**src/rtl/btn_pkg.sv**
```systemverilog
// State encoding and timing constants shared by the button conditioner.
// Build option: BTN_AUTO_REPEAT_EN adds the REPEAT state for hold-to-repeat.
package btn_pkg;

    typedef enum logic [2:0] {
        IDLE         = 3'd0,
        PRESS_WAIT   = 3'd1,
        HELD         = 3'd2,
        RELEASE_WAIT = 3'd3
`ifdef BTN_AUTO_REPEAT_EN
        ,
        REPEAT       = 3'd4
`endif
    } btn_state_t;

    // 10 ms / 500 ms / 200 ms at 100 MHz
    localparam int DEBOUNCE_CYCLES_100MHZ = 1_000_000;
    localparam int HOLD_CYCLES_100MHZ     = 50_000_000;
    localparam int REPEAT_CYCLES_100MHZ   = 20_000_000;

    localparam int DEBOUNCE_CYCLES_SIM = 4;
    localparam int HOLD_CYCLES_SIM     = 20;
    localparam int REPEAT_CYCLES_SIM   = 8;

endpackage

```
**src/rtl/sync_2ff.sv**
```systemverilog
// Two-flop synchroniser bringing the raw button level into the clk_100MHz domain.
// Build option: none.
module sync_2ff (
    input  logic clk_100MHz,
    input  logic reset,
    input  logic i_d,
    output logic o_q
);

    logic r_meta;
    logic r_sync;

    // NOTE: sequential state uses non-blocking assignment so both flops sample the old values together.
    always_ff @(posedge clk_100MHz) begin
        if (!reset) begin
            r_meta <= 1'b0;
            r_sync <= 1'b0;
        end else begin
            r_meta <= i_d;
            r_sync <= r_meta;
        end
    end

    assign o_q = r_sync;

endmodule

```
**src/rtl/btn_conditioner.sv**
```systemverilog
// Raw push-button -> synchronised, debounced level plus a one-cycle increment pulse.
// Build option: BTN_AUTO_REPEAT_EN enables hold-to-auto-repeat pulses and repeat_act.
module btn_conditioner
    import btn_pkg::*;
#(
    parameter int DEBOUNCE_CYCLES = DEBOUNCE_CYCLES_100MHZ,
    parameter int HOLD_CYCLES     = HOLD_CYCLES_100MHZ,
    parameter int REPEAT_CYCLES   = REPEAT_CYCLES_100MHZ
) (
    input  logic clk_100MHz,
    input  logic reset,
    input  logic btn_in,
    output logic btn_level,
    output logic btn_pulse,
    output logic repeat_act
);

    localparam int              DB_W   = $clog2(DEBOUNCE_CYCLES + 1);
    localparam logic [DB_W-1:0] DB_MAX = DB_W'(DEBOUNCE_CYCLES);
    localparam logic [DB_W-1:0] DB_ONE = DB_W'(1);

    if (DEBOUNCE_CYCLES < 1 || HOLD_CYCLES < 1 || REPEAT_CYCLES < 1) begin : g_param_check
        $error("btn_conditioner: timing parameters must be >= 1");
    end

    btn_state_t      r_state, w_state_nxt;
    logic [DB_W-1:0] r_cnt, w_cnt_nxt, w_cnt_inc;
    logic            r_level, w_level_nxt;
    logic            r_pulse, w_pulse_nxt;
    logic            w_sync;

`ifdef BTN_AUTO_REPEAT_EN
    localparam int                HOLD_W   = $clog2(HOLD_CYCLES + 1);
    localparam int                REP_W    = $clog2(REPEAT_CYCLES + 1);
    localparam logic [HOLD_W-1:0] HOLD_MAX = HOLD_W'(HOLD_CYCLES);
    localparam logic [HOLD_W-1:0] HOLD_ONE = HOLD_W'(1);
    localparam logic [REP_W-1:0]  REP_MAX  = REP_W'(REPEAT_CYCLES);
    localparam logic [REP_W-1:0]  REP_ONE  = REP_W'(1);

    logic [HOLD_W-1:0] r_hold, w_hold_nxt, w_hold_inc;
    logic [REP_W-1:0]  r_rep, w_rep_nxt, w_rep_inc;
    logic              r_rep_act, w_rep_act_nxt;
    logic              w_held_run, w_rep_run;
`endif

    sync_2ff u_sync (
        .clk_100MHz (clk_100MHz),
        .reset      (reset),
        .i_d        (btn_in),
        .o_q        (w_sync)
    );

    assign w_cnt_inc = (r_cnt == DB_MAX) ? r_cnt : r_cnt + DB_ONE;

`ifdef BTN_AUTO_REPEAT_EN
    assign w_hold_inc = (r_hold == HOLD_MAX) ? r_hold : r_hold + HOLD_ONE;
    assign w_rep_inc  = (r_rep == REP_MAX) ? r_rep : r_rep + REP_ONE;
    // A glitch that ends inside RELEASE_WAIT resumes the frozen timer on that same cycle.
    assign w_held_run = w_sync && (r_state == HELD || (r_state == RELEASE_WAIT && !r_rep_act));
    assign w_rep_run  = w_sync && (r_state == REPEAT || (r_state == RELEASE_WAIT && r_rep_act));
`endif

    always_comb begin
        // NOTE: every combinational output is defaulted first so no path can infer a latch.
        w_state_nxt = r_state;
        w_cnt_nxt   = r_cnt;
        w_level_nxt = r_level;
        w_pulse_nxt = 1'b0;
`ifdef BTN_AUTO_REPEAT_EN
        w_hold_nxt    = r_hold;
        w_rep_nxt     = r_rep;
        w_rep_act_nxt = r_rep_act;
`endif

        unique case (r_state)
            IDLE: begin
                if (w_sync) begin
                    w_state_nxt = PRESS_WAIT;
                    w_cnt_nxt   = DB_ONE;
                end
            end
            PRESS_WAIT: begin
                if (!w_sync) begin
                    w_state_nxt = IDLE;
                    w_cnt_nxt   = '0;
                end else if (r_cnt == DB_MAX) begin
                    w_state_nxt = HELD;
                    w_cnt_nxt   = '0;
                    w_level_nxt = 1'b1;
                    w_pulse_nxt = 1'b1;
`ifdef BTN_AUTO_REPEAT_EN
                    w_hold_nxt  = '0;
`endif
                end else begin
                    w_cnt_nxt = w_cnt_inc;
                end
            end
            RELEASE_WAIT: begin
                if (w_sync) begin
                    w_state_nxt = HELD;
                    w_cnt_nxt   = '0;
                end else if (r_cnt == DB_MAX) begin
                    w_state_nxt   = IDLE;
                    w_cnt_nxt     = '0;
                    w_level_nxt   = 1'b0;
`ifdef BTN_AUTO_REPEAT_EN
                    w_rep_act_nxt = 1'b0;
`endif
                end else begin
                    w_cnt_nxt = w_cnt_inc;
                end
            end
            default: begin
                if (!w_sync) begin
                    w_state_nxt = RELEASE_WAIT;
                    w_cnt_nxt   = DB_ONE;
                end
            end
        endcase

`ifdef BTN_AUTO_REPEAT_EN
        if (w_held_run) begin
            w_hold_nxt = w_hold_inc;
            if (w_hold_inc == HOLD_MAX) begin
                w_state_nxt   = REPEAT;
                w_pulse_nxt   = 1'b1;
                w_rep_act_nxt = 1'b1;
                w_rep_nxt     = '0;
            end
        end
        if (w_rep_run) begin
            w_state_nxt = REPEAT;
            if (w_rep_inc == REP_MAX) begin
                w_pulse_nxt = 1'b1;
                w_rep_nxt   = '0;
            end else begin
                w_rep_nxt = w_rep_inc;
            end
        end
`endif
    end

    always_ff @(posedge clk_100MHz) begin
        if (!reset) begin
            r_state <= IDLE;
            r_cnt   <= '0;
            r_level <= 1'b0;
            r_pulse <= 1'b0;
        end else begin
            r_state <= w_state_nxt;
            r_cnt   <= w_cnt_nxt;
            r_level <= w_level_nxt;
            r_pulse <= w_pulse_nxt;
        end
    end

`ifdef BTN_AUTO_REPEAT_EN
    always_ff @(posedge clk_100MHz) begin
        if (!reset) begin
            r_hold    <= '0;
            r_rep     <= '0;
            r_rep_act <= 1'b0;
        end else begin
            r_hold    <= w_hold_nxt;
            r_rep     <= w_rep_nxt;
            r_rep_act <= w_rep_act_nxt;
        end
    end

    assign repeat_act = r_rep_act;
`else
    assign repeat_act = 1'b0;
`endif

    assign btn_level = r_level;
    assign btn_pulse = r_pulse;

endmodule

```
**config.mk**
```make
export PLATFORM = sky130hd
export DESIGN_NAME = btn_conditioner
export DESIGN_NICKNAME = d
export VERILOG_FILES = /design/src/rtl/btn_pkg.sv /design/src/rtl/sync_2ff.sv /design/src/rtl/btn_conditioner.sv
export SDC_FILE = /design/constraint.sdc
export NUM_CORES = 1
export LEC_CHECK = 0
export BUFFER_PORTS_ARGS = -buffer_cell sky130_fd_sc_hd__clkbuf_2
export CAP_MARGIN = 20
export CORE_MARGIN = 4
export CORE_UTILIZATION = 45
export DETAILED_ROUTE_END_ITERATION = 8
export SLEW_MARGIN = 20
export SYNTH_ARGS = -nofsm -noshare
export SYNTH_HDL_FRONTEND = slang
export SYNTH_HIERARCHICAL = 1
export SYNTH_SLANG_ARGS = --single-unit
```
**constraint.sdc**
```tcl
create_clock -name clk_100MHz -period 4.3 [get_ports clk_100MHz]
set_input_delay 0.86 -clock clk_100MHz [delete_from_list [all_inputs] [get_ports clk_100MHz]]
set_output_delay 0.86 -clock clk_100MHz [all_outputs]
set_load 0.1 [all_outputs]
```
==> results.cfg, run 1 <==
[clocking]
insertion_delay_ps = 320
cts_setup_buffers = 0
cts_resized = 0
cts_tree = yes
cts.clk_slew.worst_paths_ps = 140
cts_buffer_depth = 2
cts_root_buf = clkbuf_4
cts.sink_count = 26
numCtsBuffers = 3
ctsHtreeMaxLevel = 1
holdBufCountCts = 0

[worst_setup_path]
cp.required_ps = 3440
reg2reg_depth = 5
cp-start-kind = register
path_delay_family = buffers and inverters
path_max_fanout = 3
crit_path_max_incr_delay_ps = 460
path_depth = 1
cp_slowest_cell = clkbuf_2
cp_cell_sequence = clkbuf_2
crit_buf_inv = 1
endpoint_kind = output port
worstSetupPathType = reg2out
crit_arrival_ps = 1150

[placement]
routabilityCongestion = 0.790
port_buffers = 4
hpwl_um = 1900

[floorplanning]
num_rows = 19
start_util_pct = 47.8
core_um2 = 2810
fp.dieH_um = 62.6
die_area_um2 = 3920
die_w_um = 62.6
io_pins = 6

[timing]
slew_headroom_pct = 50.9
fin_crit_sh_pct = 46.7
hold_violations = 0
setup_viol = 0
timing.setup.tns_ps = 0
fin_worst_skew_ps = 6.14
max_freq_mhz = 498
worst_pin_slew_ps = 737
min_period_ps = 2010
maxSlewViolCount = 0
rsz0062_at_grt = no

[synthesis]
synth_edf_count = 0
yosysWarnings = 6
yosysSeqAreaShare_pct = 38.8
synth.avg_cell_area_um2 = 8.43
synth-main-ff-cell = dfxtp_1
synth_nets = 164
syn_inst = 159
netlist_area_um2 = 1340
synth.distinct_cells = 48
ys_ff_latch = 26
async_flop_share_pct = 0

[pwr]
swShare_pct = 22.2
clockPowerShare_pct = 37.9
seq_power_share_pct = 55.7
p_per_area_nw_per_um2 = 313
p_comb_share_pct = 6.4
p_int_w = 0.000345
leakagePower_nw = 0.493
switching_power_w = 0.0000984
ir_worst_vdd_mv = 0.175

[finish]
antenna_cells_inserted = 0
fill_cells = 283
drive_gt1_share_pct = 12.4
post-route-util_pct = 50.5
area_growth_pct = 5.79
multiInputGateArea_um2 = 759
nets = 167
seqCellArea_um2 = 520

[status]
status = completed

[hold_path]
holdCritPathClass = reg2reg
hold-path-cell-count = 1

[global_route]
grt_antenna_before_repair = 0
grt_pass1_wl_um = 4890
grt_usage_pct = 15.4
gr-total-overflow = 0
grt_max_degree = 18
grt_pass1_vias = 1117

[detailed_routing]
drc = 0
drt_iter0_drc = 75
drt_wl_total_um = 2660
via_per_inst = 5.87
first_pass_iters = 4
ant_nets = 0
wl_per_cell_um = 13.9
vias = 1127

[job]
maxCapViolations = 0
-- flip-flops by register name, indices dropped and copies added (netlist names), named ones only --
name	count
r_cnt	20
btn_level	1
btn_pulse	1
r_state	1
u_sync/o_q	1
u_sync/r_meta	1
-- per-layer routing --
layer,vias up,wire length [µm],global-route usage (%)
met4,0,39,8.54
li1,578,-,-
met1,527,1350,19.9
met2,18,1180,23.4
met3,4,91,3.60
met5,-,0,0
-- power groups by stage --
| stage | sequential [W] | clock (W) | combinational (W) |
|---|---|---|---|
| 6_report | 0.000247 | 0.000168 | 0.0000282 |
| 5_1_grt | 0.000248 | 0.000187 | 0.0000311 |
| 3_5_place_dp | 0.000252 | 0 | 0.0000282 |
| 3_3_place_gp | 0.000252 | 0 | 0.0000279 |
| 4_1_cts | 0.000247 | 0.000173 | 0.0000283 |
| 2_1_floorplan | 0.000258 | 0 | 0.0000174 |
-- synthesized netlist by cell type, types with 2 or more instances --
| library cell | instances | area [µm²] |
|---|---|---|
| dfxtp_1 | 26 | 521 |
| xor2_1 | 2 | 17.5 |
| a21o_1 | 2 | 15.0 |
| clkbuf_1 | 2 | 7.51 |
| inv_1 | 7 | 26.3 |
| a31oi_1 | 9 | 56.3 |
| nor4_1 | 2 | 12.5 |
| nor2_1 | 6 | 22.5 |
| nand4_1 | 6 | 37.5 |
| ha_1 | 2 | 25.0 |
| nor2b_1 | 3 | 18.8 |
| a22o_1 | 3 | 26.3 |
| buf_4 | 3 | 22.5 |
| nand2b_1 | 3 | 18.8 |
| o21ai_0 | 11 | 55.1 |
| a21boi_0 | 2 | 15.0 |
| nand2_1 | 19 | 71.3 |
| nand3_1 | 5 | 25.0 |
| nor3_1 | 5 | 25.0 |
| and2_1 | 3 | 18.8 |
| and3_1 | 3 | 18.8 |
| and4_1 | 2 | 17.5 |
| mux2i_1 | 2 | 20.0 |
| a21oi_1 | 6 | 30.0 |
| and3_2 | 2 | 15.0 |
-- cell type report --
cell class                      count  area share, %
Sequential cell                    26           36.7
Tap cell                           31           2.74
Inverter                            7           1.85
Timing Repair Buffer                4           1.41
Multi-Input combinational cell    120           53.6
Clock inverter                      1           2.12
Clock buffer                        3           1.59
-- metrics by stage --
stage	instances	setup slack (ps)	instance area, µm²	power, W	hold slack (ps)
floorplan	159	2510	1340	0.000276	412
global placement	188	2060	1370	0.000280	430
detailed placement	188	2000	1370	0.000281	431
CTS	192	2270	1420	0.000448	468
global route	192	2050	1420	0.000466	509
finish	192	2290	1420	0.000444	465
-- logic make-up (layout without fill, tap and decap cells) --
group                    count (synthesis)  in the layout  share of synthesized area (%)
buffers and inverters                   13             15                           4.48
other                                    1              1                          0.280
AND/OR/NAND/NOR                         70             70                           30.4
XOR/XNOR                                 4              4                           3.18
flip-flops                              26             26                           38.8
adder cells (fa/ha/maj)                  2              2                           1.87
multiplexers                             2              2                           1.49
AO/OA/AOI/OAI                           41             41                           19.4
-- layout by cell type, fill, tap and decap left out, types with 3 or more instances in the layout --
master / n
a21oi_1: 6
a22o_1: 3
a31oi_1: 9
and2_1: 3
and3_1: 3
clkbuf_2: 4
clkbuf_4: 3
dfxtp_1: 26
inv_1: 7
nand2_1: 19
nand2b_1: 3
nand3_1: 5
nand4_1: 6
nor2_1: 6
nor2b_1: 3
nor3_1: 5
o21ai_0: 11
-- path summary, 6_finish.rpt --
| kind | endpoint | from | slack [ps] |
|---|---|---|---|
| worst min-delay path | u_sync/o_q | u_sync/r_meta | 460 |
| worst min register to register | u_sync/o_q | u_sync/r_meta | 460 |
| worst max-delay path | btn_level | btn_level | 2290 |
| worst max register to register | r_cnt[10] | register | 2300 |
Note: power is estimated with default switching activity, not from simulation.
==> inputs of run 2 (changes only) <==
Settings changed: ABC_AREA from default to 1.
Clock period 4.3 ns to 1.9 ns, I/O delays scaled along.
==> run 2 against run 1 <==
Against the previous run: critical endpoint is now r_cnt[18]; worst setup slack got worse by 2000 ps; sequential power increased by 130%; area after synthesis increased by 19%; worst hold slack got worse by 230 ps; register-to-register slack got worse by 2000 ps; highest routed layer unchanged; clock-buffer cell count increased by 1; largest power group unchanged.
==> results.cfg, run 2 <==
[finish]
drive_gt1_share_pct = 12.2
largest_register_ffs = 20
layout_common_cells = nand2_1, nor2_1, inv_1, dfxtp_1, nand3_1
top_register = r_cnt
layout_commonest_cell = nand2_1
nets = 268
antenna_cells_inserted = 0
area_growth_pct = 7.46
final_area_um2 = 1710

[clocking]
ctsHtreeMaxLevel = 1
cts_setup_buffers = 0
insertion_delay_ps = 320
cts_resized = 0
cts.sink_count = 26
cts_tree = yes
cts.clk_slew.worst_paths_ps = 140
cts_root_buf = clkbuf_4
holdBufCountCts = 0
numCtsBuffers = 3
cts_buffer_depth = 2

[detailed_routing]
drc = 0
ant_nets = 0
drt_wl_total_um = 3510
vias = 1480
wl_per_cell_um = 11.4
drt_iter0_drc = 78
first_pass_iters = 4
via_per_inst = 4.81

[synthesis]
synth.distinct_cells = 30
ys_ff_latch = 26
synth_nets = 259
synthTopCellsByCount = nand2_1, nor2_1, inv_1
yosysSeqAreaShare_pct = 32.7
synth.most_common_cell = nand2_1
netlist_area_um2 = 1590
synth.avg_cell_area_um2 = 6.28
synth_edf_count = 0
synth_top_cell_by_area = dfxtp_1
async_flop_share_pct = 0
yosysWarnings = 6
synth_top_area_share_pct = 32.7
synthTopCellsByArea = dfxtp_1, nand2_1, nor2_1, inv_1, nand3_1
synth-main-ff-cell = dfxtp_1
syn_inst = 254

[pwr]
p_int_w = 0.000711
ir_worst_vdd_mv = 0.228
leakagePower_nw = 0.674
clockPowerShare_pct = 28.9
p_per_area_nw_per_um2 = 574
p_comb_share_pct = 13.0
swShare_pct = 27.7
switching_power_w = 0.000272
seq_power_share_pct = 58.1

[worst_setup_path]
r2r_slack_ps = 330
path_max_fanout = 5
endpoint_kind = register
worstReg2RegEnd = r_cnt[18]
crit_arrival_ps = 1810
cp_slowest_cell = dfxtp_1
reg2reg_depth = 10
cp_cell_sequence = ha_1 > nand2_1 > nor2_4 > nand2_2 > nor2_4 > nand3_2 > inv_1 > nor2_1 > nor2_1 > nor2_1
endpoint = r_cnt[18]
crit_path_max_incr_delay_ps = 430
critical_path.startpoint = r_cnt[1]
cp-start-kind = register
cp.required_ps = 2140
timing.critical_path.mode_cell = nor2_1
worstSetupPathType = reg2reg
reg2reg_from = r_cnt[1]

[timing]
max_freq_mhz = 637
setup_viol = 0
rsz0062_at_grt = no
min_period_ps = 1570
fin_worst_skew_ps = 3.40
slew_headroom_pct = 64.3
worst_pin_slew_ps = 538
hold_violations = 0
timing.setup.tns_ps = 0
maxSlewViolCount = 0
fin_crit_sh_pct = 82.6

[floorplanning]
start_util_pct = 47.0
io_pins = 6
num_rows = 21
die_area_um2 = 4560
die_w_um = 67.5
core_um2 = 3390
fp.dieH_um = 67.5

[global_route]
gr-total-overflow = 0
grt_pass1_wl_um = 6010
grt_antenna_before_repair = 0
grt_usage_pct = 17.2
grt_max_degree = 18
grt_pass1_vias = 1332

[placement]
routabilityCongestion = 0.851
port_buffers = 4
placed_area_um2 = 1680
hpwl_um = 2690

[status]
status = completed

[job]
maxCapViolations = 0

[hold_path]
holdCritPathClass = in2reg
run 2: changes by cell type in the layout (fill, tap and decap cells not counted), moves of 9 or more:
cell / previous run / this run
a21oi_1: 6 / 16
a31oi_1: 9 / 0
inv_1: 7 / 33
nand2_1: 19 / 75
nand3_1: 5 / 17
nor2_1: 6 / 35
run 2: power by group through the flow:
stage / sequential [W] / combinational, W / clock, W
after floorplan: 0.000580 / 0.0000903 / 0
after global placement: 0.000583 / 0.000133 / 0
after detailed placement: 0.000583 / 0.000129 / 0
after CTS: 0.000571 / 0.000129 / 0.000302
after global routing: 0.000574 / 0.000144 / 0.000313
final: 0.000571 / 0.000127 / 0.000284
run 2: cells by family (layout without fill, tap and decap cells):
group | count (synthesis) | after routing | share of synthesized area (%)
XOR/XNOR | 1 | 1 | 0.550
adder cells (fa/ha/maj) | 2 | 2 | 1.57
AND/OR/NAND/NOR | 154 | 154 | 45.4
AO/OA/AOI/OAI | 30 | 30 | 9.81
flip-flops | 26 | 26 | 32.7
buffers and inverters | 40 | 48 | 9.81
other | 1 | 1 | 0.235
run 2: worst max-delay path: cells and delay by family (launching register included):
kind | cells | cell delay [ps]
adders and majority gates | 1 | 190
buffers and inverters | 1 | 70
DFF | 1 | 430
and+or+nand+nor | 8 | 780
run 2: worst min-delay path by stage:
stage	startpoint	end	slack, ps	cells after the start
after floorplan	u_sync/r_meta	u_sync/o_q	390	2
after global placement	u_sync/r_meta	u_sync/o_q	410	2
after detailed placement	u_sync/r_meta	u_sync/o_q	410	2
after CTS	btn_in	u_sync/r_meta	210	3
after global routing	btn_in	u_sync/r_meta	230	3
final	btn_in	u_sync/r_meta	230	3
run 2: cell type report:
class | instances | area, µm²
Fill cell | 355 | 1680
Sequential cell | 26 | 520
Multi-Input combinational cell | 188 | 917
Timing Repair Buffer | 7 | 42.5
Clock buffer | 4 | 36.3
Tap cell | 46 | 57.6
Inverter | 37 | 139
run 2: metrics by stage:
| step | setup slack, ps | total power, W | util, % | hold WS [ps] | std cells |
|---|---|---|---|---|---|
| finish | 331 | 0.000983 | 50.5 | 232 | 308 |
| detailed placement | 359 | 0.000712 | 49.5 | 410 | 304 |
| global route | 170 | 0.00103 | 50.5 | 229 | 308 |
| floorplan | 529 | 0.000670 | - | 390 | 254 |
| CTS | 325 | 0.00100 | 50.5 | 215 | 308 |
| global placement | 333 | 0.000715 | 49.5 | 409 | 304 |
run 2: per-layer routing:
layer / share of wire [%] / GRT usage [%]
met5: 0 / 0
met4: 1.3 / 5.57
met3: 4.2 / 2.16
met2: 42 / 27.6
met1: 53 / 23.9
==> inputs of run 3 (changes only) <==
Settings changed: ABC_AREA 1 to 0.
Clock period 1.9 ns to 1.4 ns, I/O delays scaled along.
==> run 3 against run 2 <==
Against the previous run: the flow now finishes with violations (setup timing); clock power up 86%; register-to-register slack worse by 710 ps; clock skew is 1.7 ps lower; total power increased by 46%; die area fell by 14%; largest cell class unchanged; highest routed layer unchanged.
==> results.cfg, run 3 (synthesized netlist as in run 1, its figures left out) <==
[timing]
maxSlewViolCount = 0
fin_crit_sh_pct = 127
min_period_ps = 1780
hold_violations = 0
setup_ws_ps = -383
rsz0062_at_grt = yes
fin_worst_skew_ps = 1.65
max_freq_mhz = 561
setup_viol = 24
timing.setup.tns_ps = -6670

[worst_setup_path]
cp_cell_sequence = or4b_4 > nor3_4 > buf_4 > a21o_4 > o21ai_2 > a22o_1
cp.required_ps = 1640
path_max_fanout = 8
cp-start-kind = register
reg2reg_from = r_cnt[15]
cp_slowest_cell = or4b_4
crit_arrival_ps = 2020
r2r_slack_ps = -380
worstReg2RegEnd = r_cnt[17]
worstSetupPathType = reg2reg
reg2reg_depth = 6
crit_path_max_incr_delay_ps = 540
endpoint_kind = register

[pwr]
swShare_pct = 23.1
ir_worst_vdd_mv = 0.445
seq_power_share_pct = 52.8
clockPowerShare_pct = 36.9
leakagePower_nw = 0.888
p_per_area_nw_per_um2 = 665
p_comb_share_pct = 10.3
p_int_w = 0.00110
switching_power_w = 0.000331

[finish]
area_growth_pct = 60.8
multiInputGateArea_um2 = 957
layout_common_cells = buf_4, dfxtp_1, nand2_1, buf_6, a31oi_1
largest_register_ffs = 20
drive_gt1_share_pct = 52.5
antenna_cells_inserted = 0
fill_cells = 183
nets = 229
seqCellArea_um2 = 532
top_register = r_cnt
post-route-util_pct = 76.8
layout_commonest_cell = buf_4

[hold_path]
hp-start = btn_in
holdCritPathClass = in2reg
min_to = u_sync/r_meta
hold-path-cell-count = 2

[detailed_routing]
vias = 1451
drt_wl_total_um = 4100
drc = 0
wl_per_cell_um = 16.1
drt_iter0_drc = 79
first_pass_iters = 7
via_per_inst = 5.71
ant_nets = 0

[global_route]
grt_antenna_before_repair = 0
grt_pass1_vias = 1504
grt_pass1_wl_um = 6910
gr-total-overflow = 0
grt_max_degree = 16
grt_usage_pct = 21.9

[floorplanning]
die_area_um2 = 3920
start_util_pct = 47.8
num_rows = 19
core_um2 = 2810
io_pins = 6
die_w_um = 62.6
fp.dieH_um = 62.6

[clocking]
ctsHtreeMaxLevel = 1
cts_tree = yes
numCtsBuffers = 3
cts_buffer_depth = 2
cts.clk_slew.worst_paths_ps = 150
insertion_delay_ps = 330
cts_root_buf = clkbuf_4
holdBufCountCts = 0
cts.sink_count = 26

[status]
status = finished, violations left
violations = setup timing

[placement]
hpwl_um = 2610
port_buffers = 4
routabilityCongestion = 0.822

[job]
maxCapViolations = 0
==> run 3: final cells by class <==
type / instances / share of cell area, %
Sequential cell: 26 / 24.7
Clock inverter: 1 / 1.39
Clock buffer: 3 / 1.05
Tap cell: 31 / 1.80
Timing Repair Buffer: 65 / 25.4
Inverter: 7 / 1.22
Multi-Input combinational cell: 121 / 44.4
==> run 3: worst max-delay path by stage <==
| stage | startpoint | endpoint | slack (ps) | cells past startpoint |
|---|---|---|---|---|
| 2_1_floorplan | r_cnt[8] | btn_level | -320 | 6 |
| 3_3_place_gp | r_cnt[0] | r_cnt[2] | -400 | 8 |
| 3_5_place_dp | r_cnt[0] | r_cnt[2] | -430 | 8 |
| 4_1_cts | r_cnt[15] | r_cnt[17] | -400 | 6 |
| 5_1_grt | r_cnt[8] | btn_level | -450 | 6 |
| 6_report | r_cnt[15] | r_cnt[17] | -380 | 6 |
==> run 3: layer usage <==
layer	wire length (µm)	GRT usage, %
met2	2180	40.6
met4	40	7.16
met3	139	2.70
met1	1740	25.8
met5	0	0
==> run 3: worst max-delay path, delay by kind of cell (launching register included) <==
| family | cells | cell delay [ps] |
|---|---|---|
| compound gates | 3 | 470 |
| buf+inv | 1 | 150 |
| flops | 1 | 350 |
| simple gates | 2 | 720 |
==> run 3: power by group through the flow <==
stage	Clock (W)	Combinational (W)	Sequential, W
after floorplan	0	0.0000547	0.000793
after global placement	0	0.000128	0.000774
after detailed placement	0	0.000131	0.000774
after CTS	0.000535	0.000139	0.000756
after global routing	0.000572	0.000159	0.000758
final	0.000529	0.000148	0.000756
==> run 3: stage by stage <==
step | area, µm² | hold slack (ps) | setup slack (ps) | std cells | total power, W
finish | 2150 | 153 | -383 | 254 | 0.00143
global route | 2150 | 152 | -448 | 254 | 0.00149
CTS | 2060 | 138 | -403 | 251 | 0.00143
detailed placement | 1770 | 425 | -432 | 237 | 0.000905
global placement | 1770 | 427 | -398 | 237 | 0.000902
floorplan | 1370 | 402 | -322 | 159 | 0.000848
==> run 3: what timing repair did <==
action	in CTS	in global routing
gates cloned	1	0
buffers inserted	9	4
gates resized for setup	41	17
endpoints found under the setup margin	24	24
pin swaps	12	11
